[src/rtl/key_cmd_scheduler.sv]
// key_cmd_scheduler
//   Latches one-shot key requests, arbitrates them round-robin and hands the
//   winning requester's command byte to a UART transmitter, then enforces a
//   fixed idle hold-off before the next byte.
//
// Ports
//   clk        single clock, rising edge
//   rst_n      synchronous active-low reset
//   req_pulse  [3:0] one-cycle request pulses, bit i = requester i
//   ovf_clr    clears the sticky overflow flag
//   tx_ready   transmitter accepts the byte when high with tx_valid
//   tx_valid   command byte valid
//   tx_data    [7:0] command byte of the granted requester, 0 when idle
//   grant      [3:0] one-hot granted requester, 0 outside SEND
//   pending    [3:0] latched requests not yet granted
//   busy       high in SEND or HOLD
//   ovf        sticky: a pulse arrived for an already pending requester

// One requester's pending bit. A new pulse beats a same-cycle grant clear,
// so a request arriving exactly as the old one is granted is kept.
module key_cmd_pend_lane (
  input  logic clk,
  input  logic rst_n,
  input  logic req,
  input  logic clr,
  output logic pend,
  output logic merge
);
  always_ff @(posedge clk) begin
    if (!rst_n) pend <= 1'b0;
    else        pend <= req | (pend & ~clr);
  end

  // Pulse folded into a request that is still waiting.
  assign merge = req & pend & ~clr;
endmodule

module key_cmd_scheduler #(
  parameter int         HOLDOFF = 16,
  parameter logic [7:0] CMD0    = 8'h30,
  parameter logic [7:0] CMD1    = 8'h31,
  parameter logic [7:0] CMD2    = 8'h32,
  parameter logic [7:0] CMD3    = 8'h33
) (
  input  logic       clk,
  input  logic       rst_n,
  input  logic [3:0] req_pulse,
  input  logic       ovf_clr,
  input  logic       tx_ready,
  output logic       tx_valid,
  output logic [7:0] tx_data,
  output logic [3:0] grant,
  output logic [3:0] pending,
  output logic       busy,
  output logic       ovf
);
  localparam int NUM_REQ = 4;

  typedef enum logic [1:0] {IDLE, SEND, HOLD} state_t;

  logic [NUM_REQ-1:0][7:0] cmd_tab;
  assign cmd_tab = {CMD3, CMD2, CMD1, CMD0};

  state_t             state_q, state_d;
  logic [7:0]         cnt_q, cnt_d;
  logic [1:0]         rr_q, rr_d;
  logic               tx_valid_d;
  logic [7:0]         tx_data_d;
  logic [3:0]         grant_d;
  logic [NUM_REQ-1:0] clr, merge;
  logic               win_any;
  logic [1:0]         win_idx;

  for (genvar i = 0; i < NUM_REQ; i++) begin : g_lane
    key_cmd_pend_lane u_lane (
      .clk   (clk),
      .rst_n (rst_n),
      .req   (req_pulse[i]),
      .clr   (clr[i]),
      .pend  (pending[i]),
      .merge (merge[i])
    );
  end

  // Round-robin pick: scan offsets high to low so the smallest offset from
  // rr_q is the last (and winning) assignment.
  always_comb begin
    logic [1:0] idx;
    win_any = 1'b0;
    win_idx = rr_q;
    idx     = rr_q;
    for (int k = NUM_REQ - 1; k >= 0; k--) begin
      idx = rr_q + 2'(k);
      if (pending[idx]) begin
        win_any = 1'b1;
        win_idx = idx;
      end
    end
  end

  always_comb begin
    state_d    = state_q;
    cnt_d      = cnt_q;
    rr_d       = rr_q;
    tx_valid_d = tx_valid;
    tx_data_d  = tx_data;
    grant_d    = grant;
    clr        = '0;
    case (state_q)
      IDLE: if (win_any) begin
        state_d    = SEND;
        tx_valid_d = 1'b1;
        tx_data_d  = cmd_tab[win_idx];
        grant_d    = 4'b0001 << win_idx;
        clr        = 4'b0001 << win_idx;
        rr_d       = win_idx + 2'd1;
      end
      SEND: if (tx_ready) begin
        state_d    = HOLD;
        cnt_d      = 8'(HOLDOFF - 1);
        tx_valid_d = 1'b0;
        tx_data_d  = 8'h00;
        grant_d    = '0;
      end
      HOLD: begin
        // Counter runs HOLDOFF-1 .. 0, one cycle each: HOLDOFF cycles total.
        if (cnt_q == 8'd0) state_d = IDLE;
        else               cnt_d   = cnt_q - 8'd1;
      end
      default: state_d = IDLE;
    endcase
  end

  always_ff @(posedge clk) begin
    if (!rst_n) begin
      state_q  <= IDLE;
      cnt_q    <= '0;
      rr_q     <= '0;
      tx_valid <= 1'b0;
      tx_data  <= '0;
      grant    <= '0;
      busy     <= 1'b0;
      ovf      <= 1'b0;
    end else begin
      state_q  <= state_d;
      cnt_q    <= cnt_d;
      rr_q     <= rr_d;
      tx_valid <= tx_valid_d;
      tx_data  <= tx_data_d;
      grant    <= grant_d;
      busy     <= (state_d != IDLE);
      // New overflow beats a same-cycle clear.
      ovf      <= (|merge) | (ovf & ~ovf_clr);
    end
  end
endmodule
[config.mk]
export PLATFORM = sky130hd
export DESIGN_NAME = key_cmd_scheduler
export DESIGN_NICKNAME = d
export VERILOG_FILES = /design/src/rtl/key_cmd_scheduler.sv
export SDC_FILE = /design/constraint.sdc
export NUM_CORES = 1
export LEC_CHECK = 0
export BUFFER_PORTS_ARGS = -buffer_cell sky130_fd_sc_hd__buf_2
export CAP_MARGIN = 40
export CORE_UTILIZATION = 45
export CTS_CLUSTER_SIZE = 30
export DETAILED_ROUTE_END_ITERATION = 8
export PLACE_DENSITY = 0.76
export RECOVER_POWER = 50
export REMOVE_ABC_BUFFERS = 1
export SETUP_SLACK_MARGIN = 0.1
export SLEW_MARGIN = 20
export SYNTH_ARGS = -nofsm -noshare
export SYNTH_HDL_FRONTEND = slang
export SYNTH_SLANG_ARGS = --single-unit
[constraint.sdc]
create_clock -name clk -period 2.2 [get_ports clk]
set_input_delay 0.11 -clock clk [delete_from_list [all_inputs] [get_ports clk]]
set_output_delay 0.11 -clock clk [all_outputs]
set_load 0.02 [all_outputs]
Yosys cells after proc, flatten, opt, wreduce, memory -nomap -nowiden
Cells that the tools add are included.
- add/subtract/negate cells: 5
- order comparisons: 5
- eq/ne operators: 5
- shift operators: 1
- multiplexer cells: 36
- bitwise gates (word level): 23
- reductions and logical operators: 9
- operators by type and width (kind ; count):
    8-bit 2-to-1 mux ; 5
    8-bit case mux with 2 select lines ; 2
    8-bit binary-select mux with 2-bit select ; 1
    4-bit 2-to-1 mux ; 4
    2-bit by 3-bit less-than comparator with 1-bit output, second input constant ; 5
    2-bit 2-to-1 mux ; 7
    1-bit AND ; 13
    1-bit 2-to-1 mux ; 10
    1-bit binary-select mux with 2-bit select ; 4
    8-bit zero test ; 1
    4-bit case mux with 2 select lines ; 1
    8-bit by 1-bit subtractor with 8-bit output, second input constant ; 1
    2-bit != test, second input constant ; 3
    2-bit case mux with 3 select lines ; 1
    3-bit AND reduction ; 2
    2-bit nonzero test ; 3
    1-bit inverter ; 5
    1-bit OR ; 5
    2-bit by 1-bit adder with 2-bit output, second input constant ; 2
    2-bit adder, second input constant ; 2
    4-bit OR reduction ; 1
    1-bit by 2-bit << shifter with 4-bit output, first input constant ; 1
    2-bit by 1-bit == test with 1-bit output, second input constant ; 1
    2-bit == test, second input constant ; 1
    3 further kinds ; 3
- bits in registers: 31
- input port bits: 8
- output and inout port bits: 19
- word-level logic and storage cells: 96

Longest topological paths before layout
- depth in word-level cells: 14
- gate-level depth with buffers: 8
- gate-level depth less buffers: 7

By module
A second synthesis with hierarchy kept.
- cell total of the unflattened synthesis: 148
- area, all modules: 1311.3 um2
- modules (own cells, without submodules) (module ; instances ; cells an instance ; area an instance (um2) ; sequential area each (um2)):
    key_cmd_scheduler ; 1 ; 132 ; 1121.1 ; 420.4
    key_cmd_pend_lane ; 4 ; 4 ; 47.5 ; 20.0

Worst setup path before layout
No wires, ideal clock.
- path type: register to register
- start: register cnt_q[2]
- end: register busy
- library setup time: 0.120 ns
- data arrival time: 1.753 ns
- required time: 2.080 ns
- path slack: 0.327 ns
- stages on the path, launching flop included: 6
- path buffers: 0
- clock period less this slack: 1.873 ns
- cell sequence: dfxtp_1 or4_4 o311a_1 or2_1 and2_4 or2_1
- cells in the longest elaborated chain, start to end: 4
- ends and longest elaborated chain (item ; line ; source):
    start, declared ; 65 ; logic [7:0] cnt_q, cnt_d;
    start signal, assigned ; 146 ; cnt_q <= cnt_d;
    8-bit zero test ; 127 ; if (cnt_q == 8'd0) state_d = IDLE;
    2-bit 2-to-1 mux ; 127 ;
    2-bit case mux with 3 select lines ; 109 ; case (state_q)
    2-bit nonzero test ; 151 ; busy <= (state_d != IDLE);
    end signal, assigned ; 151 ;
    end, declared ; 54 ; output logic busy,
No other way between the ends.
A chain may end at the register's enable or synchronous reset.

Final worst setup path
- start: register cnt_q[2]
- end: register cnt_q[4]
- cells in the longest elaborated chain, start to end: 3
- elaborated cells on any way between the ends: 6
- those cells by class: add/sub: 1; eq/ne: 1; mux: 2; reduce/logical: 2
- ends and longest elaborated chain (item ; line):
    8-bit by 1-bit subtractor with 8-bit output / 8-bit zero test (equally long branches) ; 128, 127
    8-bit 2-to-1 mux / 2-bit != test (equally long branches) ; --
    8-bit case mux with 2 select lines / 3-bit AND reduction (equally long branches) ; --
Several ways; a longest one is shown, not always the timed one. The select of a mux whose other input is x is not followed.

==> flow_summary.ini <==
[route]
first_iter_violations = 30
wl_per_cell_um = 13.6
num_vias = 1154
drt_wl_total_mm = 2.76
first_pass_iters = 4
vias_per_cell = 5.68
drc = 0
antenna_left = 0

[die]
rows = 19
initial_core_util_pct = 47.3
die_w_um = 55.6
die_area_sq_mm = 0.00309
ios = 27
core-area_sq_mm = 0.00273
fp.dieH_um = 55.6

[logic_synthesis]
synth_flop_cell = dfxtp_1
synth_xor_area_share_pct = 4.07
yosysUniqueCellTypes = 45
ys_top_cells_by_area = dfxtp_1 39%, buf_4 5.8%, nor2_1 5.8%, xor2_1 3.4%, a21oi_1 3.1%
synth_area_sq_mm = 0.00129
yosysWarningCount = 0
syn-mean-instance-area_sq_um = 8.29
synth_top_area_share_pct = 38.7
synth_top_cell_by_area = dfxtp_1
netlist_instances = 156
synthSimpleGateAreaFrac_pct = 21.9
synthMuxAreaShare_pct = 0
synth_top_family_by_area = compound AO/OA/AOI/OAI gates
synth-compound-area-share_pct = 23.1
synth_edf_count = 0
synthAdderAreaFrac_pct = 1.94
async_flop_share_pct = 0
yosysSeqAreaShare_pct = 38.7
synth-seq-cells = 25

[power_and_ir_drop]
combPwrFrac_pct = 34.6
peakVddDrop_mv = 0.599
p_total_mw = 1.21
leakagePower_nw = 0.580
pwr-share-seq_pct = 47.8
powerDensity_mw_per_mm2 = 868
internal_power_mw = 0.748
power.share.clock_pct = 17.6
p_sw_share_pct = 38.0
netSwitchingPower_mw = 0.459

[timing]
fin_crit_sh_pct = 91.6
fin_setup_tns_ns = 0
finalCriticalPeriod_ns = 2.02
worst_pin_slew_ns = 0.499
setup_viol = 0
hold_violations = 0
drv_slew = 0
maxSlewHeadroom_pct = 66.6
fin_skew_ns = 0.00546
fmaxAchievable_ghz = 0.496
rsz0062_at_grt = false

[placed_design]
numPortBuffers = 22
gp_congestion = 0.890
dp.cells = 199
hpwlAfterDp_mm = 2.02

[global_route]
grt_max_degree = 16
grt_pass1_vias = 1080
antenna_found_initial = 0
grt-ovfl-total = 0
grt_pass1_wl_mm = 4.76
grt_usage_pct = 19.2

[finish]
layout_common_cells = 25 x dfxtp_1, 20 x nor2_1, 15 x clkbuf_1
layout_commonest_cell = dfxtp_1
nNetsFinal = 183
drive_above_1_share_pct = 12.2
diodes = 0
fin_cells = 203
syn_to_final_growth_pct = 7.55

[worst_setup_path]
critPathKind = reg2reg
worst-path-max-fanout = 10
end_kind = flip-flop
required_ns = 2.43
crit_arrival_ns = 2.25
cp-start-kind = flip-flop

[cts]
numCtsBuffers = 3
htreeDepth = 1
path_clk_slew_ns = 0.14
worstSkewPairLatency_ns = 0.32
clockBufferDepth = 2
clock-root-buffer = clkbuf_4
post_cts_buffers = 0
cts_tree = done
cts.sinks = 25

[outcome]
status = finished clean

[hold_path]
worst_hold_path_type = in2reg

[flow_run]
cap_viol_max_count = 0
-- routing by layer --
metal  part of all wire, %  vias to the layer above  global-route usage [%]
met5                     0                        -                       0
met4                  0.51                        0                    3.57
met3                   5.1                        2                    4.42
met2                    51                       50                    34.9
met1                    43                      535                    23.1
li1                      -                      567                       -
-- critical path: stages, from the launching register on --
cell and delay (ns):
dfxtp_1 0.38, or4_1 0.58, o311a_1 0.36, buf_4 0.17, o211ai_1 0.20, xor2_1 0.18, nor2_1 0.05
-- cells by family (layout without fill, tap and decap cells) --
kind of cell    after synthesis  after routing
compound gates               42             42
buf+inv                      24             37
flops                        25             25
simple gates                 56             56
other cells                   1              4
xor+xnor                      6              6
fa+ha+maj                     2              2
-- Yosys cell counts (2+ instances only) --
master and number:
dfxtp_1 25, or2_1 2, o211ai_1 3, nor2_1 20
o211a_1 2, buf_4 10, clkbuf_1 5, inv_1 8
ha_1 2, nand2_1 7, or2_2 3, a21oi_1 8
nand2b_1 2, nor3_1 6, a211oi_1 4, o21a_1 5
nor2b_1 4, nand3_1 4, xor2_1 5, o21ai_0 6
-- stage by stage --
| step | area, sq um | setup slack (ns) | hold WS (ns) | utilization [%] |
|---|---|---|---|---|
| final | 1390 | 0.184 | 0.0152 | 50.8 |
| after global routing | 1390 | 0.0696 | 0.0176 | 50.8 |
| after CTS | 1410 | 0.198 | 0.00288 | 51.4 |
| after floorplan | 1200 | 0.187 | 0.227 | - |
| after detailed placement | 1380 | 0.232 | 0.347 | 50.3 |
| after global placement | 1380 | 0.295 | 0.338 | 50.3 |
-- sequential cells by signal (all words and copies together), names as in the netlist --
signal              count
busy                    1
cnt_q                   8
g_lane.u_lane.pend      4
grant                   4
ovf                     1
rr_q                    2
state_q                 2
tx_data                 3
-- worst paths after layout --
kind	start	end	slack (ns)	cells past startpoint
worst max-delay path	cnt_q[2]	cnt_q[4]	0.18	6
worst min-delay path	req_pulse[0]	g_lane[0].u_lane.pend	0.02	2
worst max register to register	cnt_q[2]	cnt_q[4]	0.18	6
worst min register to register	tx_data[0]	tx_data[0]	0.47	2
-- power groups by stage --
stage | Sequential [mW] | Clock (mW) | Combinational, mW
floorplan | 0.623 | 0 | 0.260
global placement | 0.582 | 0 | 0.421
detailed placement | 0.586 | 0 | 0.426
CTS | 0.576 | 0.223 | 0.430
global route | 0.588 | 0.234 | 0.467
finish | 0.577 | 0.212 | 0.418
-- layout make-up --
class                      count  area [sq um]
multi-input combinational    110           677
fill                         280          1340
clock inverter                 1          7.51
clock buffer                   3          22.5
sequential                    25           500
tap                           31          38.8
inverter                       8          30.0
timing repair buffer          25           114
-- repair_timing --
item | 4_1_cts | 5_1_grt
resized for setup | 0 | 1
endpoints found under the setup margin | 0 | 1
hold buffers | 0 | 0
(Power assumes the default switching activity.)
